## src/rtl/action_select_controller_pkg.sv

```systemverilog
// Shared types and constants for the epsilon-greedy action selector.
package action_select_controller_pkg;

  typedef enum logic [2:0] {
    S_IDLE,
    S_LOAD,
    S_WAIT_AM,
    S_DECIDE,
    S_HOLD
  } state_t;

  // x^16 + x^14 + x^13 + x^11 + 1, shifting toward the MSB
  localparam logic [15:0] LFSR_TAPS = 16'hB400;
  localparam logic [15:0] LFSR_SEED_DEFAULT = 16'hACE1;

  function automatic logic [15:0] lfsr_next(input logic [15:0] v);
    return {v[14:0], ^(v & LFSR_TAPS)};
  endfunction

endpackage

```

## src/rtl/action_select_controller_lfsr16.sv

```systemverilog
// Free-running 16-bit Fibonacci LFSR with seed and enable.
module lfsr16
  import action_select_controller_pkg::*;
#(
  parameter logic [15:0] SEED = LFSR_SEED_DEFAULT
) (
  input  logic        clk,
  input  logic        rst,
  input  logic        en,
  output logic [15:0] value
);

  // all-zero is a lock-up state; reload the seed if it is ever seen
  always_ff @(posedge clk) begin
    if (rst) begin
      value <= SEED;
    end else if (en) begin
      value <= (value == '0) ? SEED : lfsr_next(value);
    end
  end

endmodule

```

## src/rtl/action_select_controller.sv

```systemverilog
// Collects Q-values, drives the argmax unit, then picks an action epsilon-greedily.
module action_select_controller
  import action_select_controller_pkg::*;
#(
  parameter int          DATA_WIDTH            = 32,
  parameter int          NUMBER_OF_OUTPUT_NODE = 3,
  parameter int          DATA_COUNTER_WIDTH    = 5,
  parameter int          ACTION_WIDTH          = 2,
  parameter int          EPS_WIDTH             = 16,
  parameter logic [15:0] LFSR_SEED             = LFSR_SEED_DEFAULT,
  parameter int          TIMEOUT_CYCLES        = 64
) (
  input  logic                          clk,
  input  logic                          rst,
  input  logic                          i_start,
  input  logic [EPS_WIDTH-1:0]          i_epsilon,
  input  logic                          i_q_valid,
  input  logic [DATA_COUNTER_WIDTH-1:0] i_q_addr,
  input  logic [DATA_WIDTH-1:0]         i_q_data,
  output logic                          o_am_valid,
  output logic [DATA_COUNTER_WIDTH-1:0] o_am_addr,
  output logic [DATA_WIDTH-1:0]         o_am_data,
  input  logic [ACTION_WIDTH-1:0]       i_am_arg_max,
  input  logic                          i_am_valid,
  output logic [ACTION_WIDTH-1:0]       o_action,
  output logic                          o_action_valid,
  input  logic                          i_action_ready,
  output logic                          o_explore,
  output logic                          o_busy,
  output logic                          o_error
);

  localparam int N  = NUMBER_OF_OUTPUT_NODE;
  localparam int TW = $clog2(TIMEOUT_CYCLES + 1);

  state_t                        state_q, state_d;
  logic [DATA_COUNTER_WIDTH-1:0] cnt_q, cnt_d;
  logic [TW-1:0]                 timer_q, timer_d;
  logic [EPS_WIDTH-1:0]          eps_q, eps_d;
  logic [ACTION_WIDTH-1:0]       greedy_q, greedy_d;
  logic [ACTION_WIDTH-1:0]       rnd;
  logic [15:0]                   lfsr;
  logic                          explore;

  logic                          am_valid_d;
  logic [DATA_COUNTER_WIDTH-1:0] am_addr_d;
  logic [DATA_WIDTH-1:0]         am_data_d;
  logic [ACTION_WIDTH-1:0]       action_d;
  logic                          act_valid_d;
  logic                          explore_d;
  logic                          error_d;

  lfsr16 #(
    .SEED (LFSR_SEED)
  ) u_lfsr (
    .clk   (clk),
    .rst   (rst),
    .en    (1'b1),
    .value (lfsr)
  );

  assign explore = (lfsr < eps_q);

  // fold out-of-range random indices back into the action set
  always_comb begin
    rnd = lfsr[ACTION_WIDTH-1:0];
    if (int'(rnd) >= N) begin
      rnd = rnd - ACTION_WIDTH'(N);
    end
  end

  always_comb begin
    state_d     = state_q;
    cnt_d       = cnt_q;
    timer_d     = timer_q;
    eps_d       = eps_q;
    greedy_d    = greedy_q;
    am_valid_d  = 1'b0;
    am_addr_d   = o_am_addr;
    am_data_d   = o_am_data;
    action_d    = o_action;
    act_valid_d = o_action_valid;
    explore_d   = o_explore;
    error_d     = o_error;
    unique case (state_q)
      S_IDLE: begin
        if (i_start) begin
          eps_d   = i_epsilon;
          error_d = 1'b0;
          cnt_d   = '0;
          state_d = S_LOAD;
        end
      end
      S_LOAD: begin
        if (i_q_valid) begin
          if (int'(i_q_addr) < N) begin
            am_valid_d = 1'b1;
            am_addr_d  = i_q_addr;
            am_data_d  = i_q_data;
            cnt_d      = cnt_q + 1'b1;
            if (cnt_q == DATA_COUNTER_WIDTH'(N - 1)) begin
              timer_d = '0;
              state_d = S_WAIT_AM;
            end
          end else begin
            error_d = 1'b1;
          end
        end
      end
      S_WAIT_AM: begin
        if (i_am_valid) begin
          greedy_d = i_am_arg_max;
          state_d  = S_DECIDE;
        end else if (timer_q == TW'(TIMEOUT_CYCLES - 1)) begin
          error_d = 1'b1;
          state_d = S_IDLE;
        end else begin
          timer_d = timer_q + 1'b1;
        end
      end
      S_DECIDE: begin
        action_d    = explore ? rnd : greedy_q;
        explore_d   = explore;
        act_valid_d = 1'b1;
        state_d     = S_HOLD;
      end
      S_HOLD: begin
        if (i_action_ready) begin
          act_valid_d = 1'b0;
          state_d     = S_IDLE;
        end
      end
      default: state_d = S_IDLE;
    endcase
  end

  always_ff @(posedge clk) begin
    if (rst) begin
      state_q        <= S_IDLE;
      cnt_q          <= '0;
      timer_q        <= '0;
      eps_q          <= '0;
      greedy_q       <= '0;
      o_am_valid     <= 1'b0;
      o_am_addr      <= '0;
      o_am_data      <= '0;
      o_action       <= '0;
      o_action_valid <= 1'b0;
      o_explore      <= 1'b0;
      o_error        <= 1'b0;
    end else begin
      state_q        <= state_d;
      cnt_q          <= cnt_d;
      timer_q        <= timer_d;
      eps_q          <= eps_d;
      greedy_q       <= greedy_d;
      o_am_valid     <= am_valid_d;
      o_am_addr      <= am_addr_d;
      o_am_data      <= am_data_d;
      o_action       <= action_d;
      o_action_valid <= act_valid_d;
      o_explore      <= explore_d;
      o_error        <= error_d;
    end
  end

  assign o_busy = (state_q != S_IDLE);

endmodule

```

## config.mk

```make
export PLATFORM = sky130hd
export DESIGN_NAME = action_select_controller
export DESIGN_NICKNAME = d
export VERILOG_FILES = /design/src/rtl/action_select_controller_pkg.sv /design/src/rtl/action_select_controller_lfsr16.sv /design/src/rtl/action_select_controller.sv
export SDC_FILE = /design/constraint.sdc
export NUM_CORES = 1
export LEC_CHECK = 0
export CAP_MARGIN = 10
export CORE_UTILIZATION = 25
export CTS_BUF_LIST = sky130_fd_sc_hd__clkbuf_4 sky130_fd_sc_hd__clkbuf_8 sky130_fd_sc_hd__clkbuf_16
export CTS_CLUSTER_DIAMETER = 200
export CTS_CLUSTER_SIZE = 8
export DETAILED_ROUTE_END_ITERATION = 6
export SETUP_SLACK_MARGIN = 0.1
export SYNTH_ARGS = -nofsm -noshare
export SYNTH_HDL_FRONTEND = slang
export SYNTH_SLANG_ARGS = --single-unit
```

## constraint.sdc

```tcl
create_clock -name clk -period 4.95 [get_ports clk]
set_clock_uncertainty 0.15 [all_clocks]
set_input_delay 0.99 -clock clk [delete_from_list [all_inputs] [get_ports clk]]
set_output_delay 0.99 -clock clk [all_outputs]
set_load 0.01 [all_outputs]
```

# Yosys cells after proc, flatten, opt, wreduce, memory -nomap -nowiden
# Index checks and enable logic that the tools add are counted.
# W data, S select, Z words.
# totals
word_cells,84
input_bits,61
reg_bits,92
# op_classes
n_reduce_logical,18
add_sub_neg,3
bitwise_logic,2
n_eq_ne,16
order_cmp,3
muxes,29
# ops
op,count
$mux W7,5
$mux W3,7
$ne A2 B2 Y1 const B,9
$reduce_and A6 Y1,3
$logic_not A16 Y1,1
$lt A16 B16 Y1,1
$reduce_xor A16 Y1,1
$mux W5,3
$pmux W3 S5,1
$pmux W7 S2,1
$pmux W5 S2,1
$add A7 B1 Y7 const B,1
$eq A7 B6 Y1 const B,1
$mux W1,7
$eq A3 B2 Y1 const B,2
$reduce_and A2 Y1,3
$reduce_bool A2 Y1,3
$reduce_bool A3 Y1,2
$add A5 B1 Y5 const B,1
$eq A5 B2 Y1 const B,1
$lt A5 B2 Y1 const B,1
$mux W2,2
$reduce_and A4 Y1,1
$eq A3 B1 Y1 const B,1
other kinds (11),12

# Longest topological paths before layout
# depth
word_depth,5
depth_mapped,7

# Cells and area by module
# A second synthesis with hierarchy kept.
# hier_totals
hier_cells,480
hier_area_um2,4017.6
# by_module_without_submodules
mod,instances,seq_area_each_um2,cells_per_inst,area_each_um2
action_select_controller,1,1521.5,421,3364.5
lfsr16,1,320.3,59,653.1

# Least setup slack after synthesis
# Ideal clock, no wire load.
# synth_timing
path_type,input to register
startpoint,in i_q_addr[1]
endpoint,reg timer_q[2]
cell_stages,5
t_arrival_ns,2.173
path_buffers,0
setup_time_ns,0.117
path_slack_ns,2.510
path_cell_list,a2111o_1 o211ai_2 a21boi_4 nand2_1 a32o_1
# synth_between
elab_chain_cells,3
# synth_rtl
item,line_no,source
from (decl),action_select_controller.sv:18,"input logic [DATA_COUNTER_WIDTH-1:0] i_q_addr,"
$lt A5 B2 Y1,action_select_controller.sv:96,if (int'(i_q_addr) < N) begin
$ne A2 B2 Y1 (no line),-,
$reduce_and A6 Y1 (no line),-,
to (signal assigned),action_select_controller.sv:154,timer_q <= timer_d;
to (decl),action_select_controller.sv:38,"logic [TW-1:0] timer_q, timer_d;"
# No other way between the ends.
# A chain may end at the register's enable or synchronous reset.

# Worst setup path after layout
# layout_timing
startpoint,in i_q_addr[1]
endpoint,reg o_am_data[22]
# layout_between
elab_chain_cells,2
# layout_rtl
item,line_no,source
$lt A5 B2 Y1,action_select_controller.sv:96,
$reduce_and A3 Y1 (no line),-,
to (signal assigned),action_select_controller.sv:159,o_am_data <= am_data_d;
to (decl),action_select_controller.sv:22,"output logic [DATA_WIDTH-1:0] o_am_data,"
# No other way between the ends.

==> flow_summary.yaml <==
clocking:
  cts_buffers: 9
  cts_tree: "done"
  post_cts_resized: 0
  clk_pin_slew_ns: 0.06
  root_buffer: "clkbuf_16"
  cts_max_level: 3
  cts_hold_buf: 0
  ctsLongestPathBuffers: 2
  cts_sinks: 92
  postCtsSetupBuffers: 0
  worstSkewPairLatency_ns: 0.34
placement:
  io_buffers: 104
  hpwl_um: 7410
  gp_congestion: 0.758
  placed_cell_area_um2: 5080
grt:
  globalRouteOverflowTotal: 0
  grt_pass1_wl_um: 16400
  grt_pass1_vias: 3344
  grtUsageTotal: 0.129
  grt_max_degree: 47
  antenna_found_initial: 0
logic_synthesis:
  synth_top_area_cell: "dfxtp_1"
  synth_top_area_frac: 0.473
  syn-num-nets: 544
  synthFlopType: "dfxtp_1"
  synth_top_cells_by_area: "dfxtp_1, nand2_1, a21oi_1"
  syn_avg_cell_area_um2: 8.39
  synth_edf_count: 0
  synth_area_um2: 3890
  ys_seq_elements: 92
  synth_seq_area_share: 0.473
  yosys_warnings: 0
  synthCells: 464
  synth_most_common_cell: "nand2_1"
  synth_common_cells: "nand2_1, dfxtp_1, a21oi_1, inv_1, ha_1"
  async_reset_ff_frac: 0
  ys_types: 51
power_and_ir_drop:
  ir_worst_vdd_v: 0.000163
  power.share.clock: 0.335
  p_comb_frac: 0.195
  p_leak_uw: 0.00188
  power.switching_uw: 502
  power.density_nw_per_um2: 335
  internal_power_uw: 1290
  power_frac_seq: 0.470
  swShare: 0.281
  finalPower_uw: 1790
job:
  max_cap_violations: 0
timing:
  timing.setup.tns_ns: 0
  finalMaxSlewViolations: 0
  rsz0062_at_grt: "false"
  slew_headroom: 0.325
  worst_slew_pin_slew_ns: 1.00
  hold_viol: 0
  setup_viol: 0
  post-route-period-util: 0.630
  finalCriticalPeriod_ns: 3.12
  fmax_ghz: 0.321
setup_path:
  cp-start-kind: "input port"
  required_ns: 5.00
  critical_path_arrival_ns: 3.16
  r2r_slack_ns: 2.62
  worst_path_dominant_cell_family: "buffers and inverters"
  crit_slowest_cell: "a2111oi_0"
  crit_type: "in2reg"
  cp.buffers_inverters: 2
  cp_max_fo: 30
  cp_cell_sequence: "clkdlybuf4s50_1 > a2111oi_0 > nand4_1 > buf_4 > nand2_1 > a21oi_1"
  critPathCaptureType: "flop"
  slowest_delay_ns: 0.66
layout:
  num_antenna_cells: 0
  final_nets: 639
  stdcell_area_um2: 5330
  area_growth_pct: 37.1
  layout-drive-gt1-share: 0.0499
route:
  viasPerCell: 4.63
  post_drt_wl_per_cell_um: 13.4
  routed-via-count: 3470
  drtIter0Drc: 175
  drtPass1Iterations: 5
  drtAntennaViolNets: 0
  wl_um: 10000
  drc: 0
die:
  ioPinCount: 105
  start_util: 0.256
  die_x_um: 127
  rows: 45
  die_height_um: 127
  die-area_um2: 16100
  coreArea_um2: 15200
outcome:
  outcome: "completed"
min_path:
  hold_class: "reg2reg"
power by group through the flow:
stage / Combinational [uW] / Sequential (uW) / Clock (uW)
2_1_floorplan: 234 / 832 / 0
3_3_place_gp: 340 / 855 / 0
3_5_place_dp: 349 / 857 / 0
4_1_cts: 352 / 841 / 624
5_1_grt: 394 / 848 / 656
6_report: 348 / 841 / 598
cell families (layout without fill, tap and decap cells):
| group | Yosys count | in the layout | synth area share |
|---|---|---|---|
| compound gates | 104 | 104 | 0.171 |
| xor+xnor | 5 | 5 | 0.0113 |
| fa+ha+maj | 19 | 19 | 0.0611 |
| buf+inv | 49 | 146 | 0.0511 |
| flops | 92 | 92 | 0.473 |
| simple gates | 195 | 195 | 0.232 |
registers in the layout, summed over array words and instances (netlist names):
register,cells
cnt_q,5
eps_q,16
greedy_q,2
o_action,2
o_action_valid,1
o_am_addr,5
o_am_data,32
o_am_valid,1
o_error,1
o_explore,1
state_q,3
timer_q,7
u_lfsr.value,16
metal layers:
layer	up-vias	global-route usage	wire length (um)
li1	1759	-	-
met1	1627	0.159	4580
met2	70	0.207	4690
met3	14	0.0447	565
met4	0	0.0518	201
met5	-	0	0
worst min-delay path, delay by kind of cell (launching register included):
family          cells  cell delay [ns]
compound gates      1             0.05
flops               1             0.31
simple gates        1             0.05
final timing paths:
path / startpoint / to / depth (start not counted)
min: o_am_addr[1] / o_am_addr[1] / 2
min reg2reg: o_am_addr[1] / o_am_addr[1] / 2
max: i_q_addr[1] / o_am_data[22] / 6
max reg2reg: eps_q[9] / o_action[0] / 7
cell type report:
cell class | count | area [um^2]
Clock inverter | 3 | 17.5
Timing Repair Buffer | 107 | 1060
Clock buffer | 10 | 233
Multi-Input combinational cell | 323 | 1850
Sequential cell | 92 | 1840
Tap cell | 188 | 235
Fill cell | 1579 | 9870
Inverter | 26 | 97.6
metrics by stage:
stage | hold WS, ns | setup WS, ns | instances | utilization
floorplan | 0.274 | 2.51 | 464 | -
global placement | 0.293 | 1.50 | 736 | 0.334
detailed placement | 0.298 | 1.43 | 736 | 0.334
CTS | 0.306 | 1.80 | 749 | 0.351
global route | 0.323 | 1.65 | 749 | 0.351
finish | 0.304 | 1.83 | 749 | 0.351
placed cells by master, fill, tap and decap left out, types with 3 or more instances in the layout:
cell type	count
xnor2_1	3
nor2_1	12
nand3_1	10
nor4_1	3
and2_1	5
clkbuf_16	9
o21ai_0	7
ha_1	19
nand2_1	120
nand2b_1	12
nor2b_1	3
clkdlybuf4s50_1	103
and3_1	5
inv_1	26
nand4_1	5
nor3_1	8
a21oi_1	67
dfxtp_1	92
buf_4	3
Power figures use the tool's default switching activity.
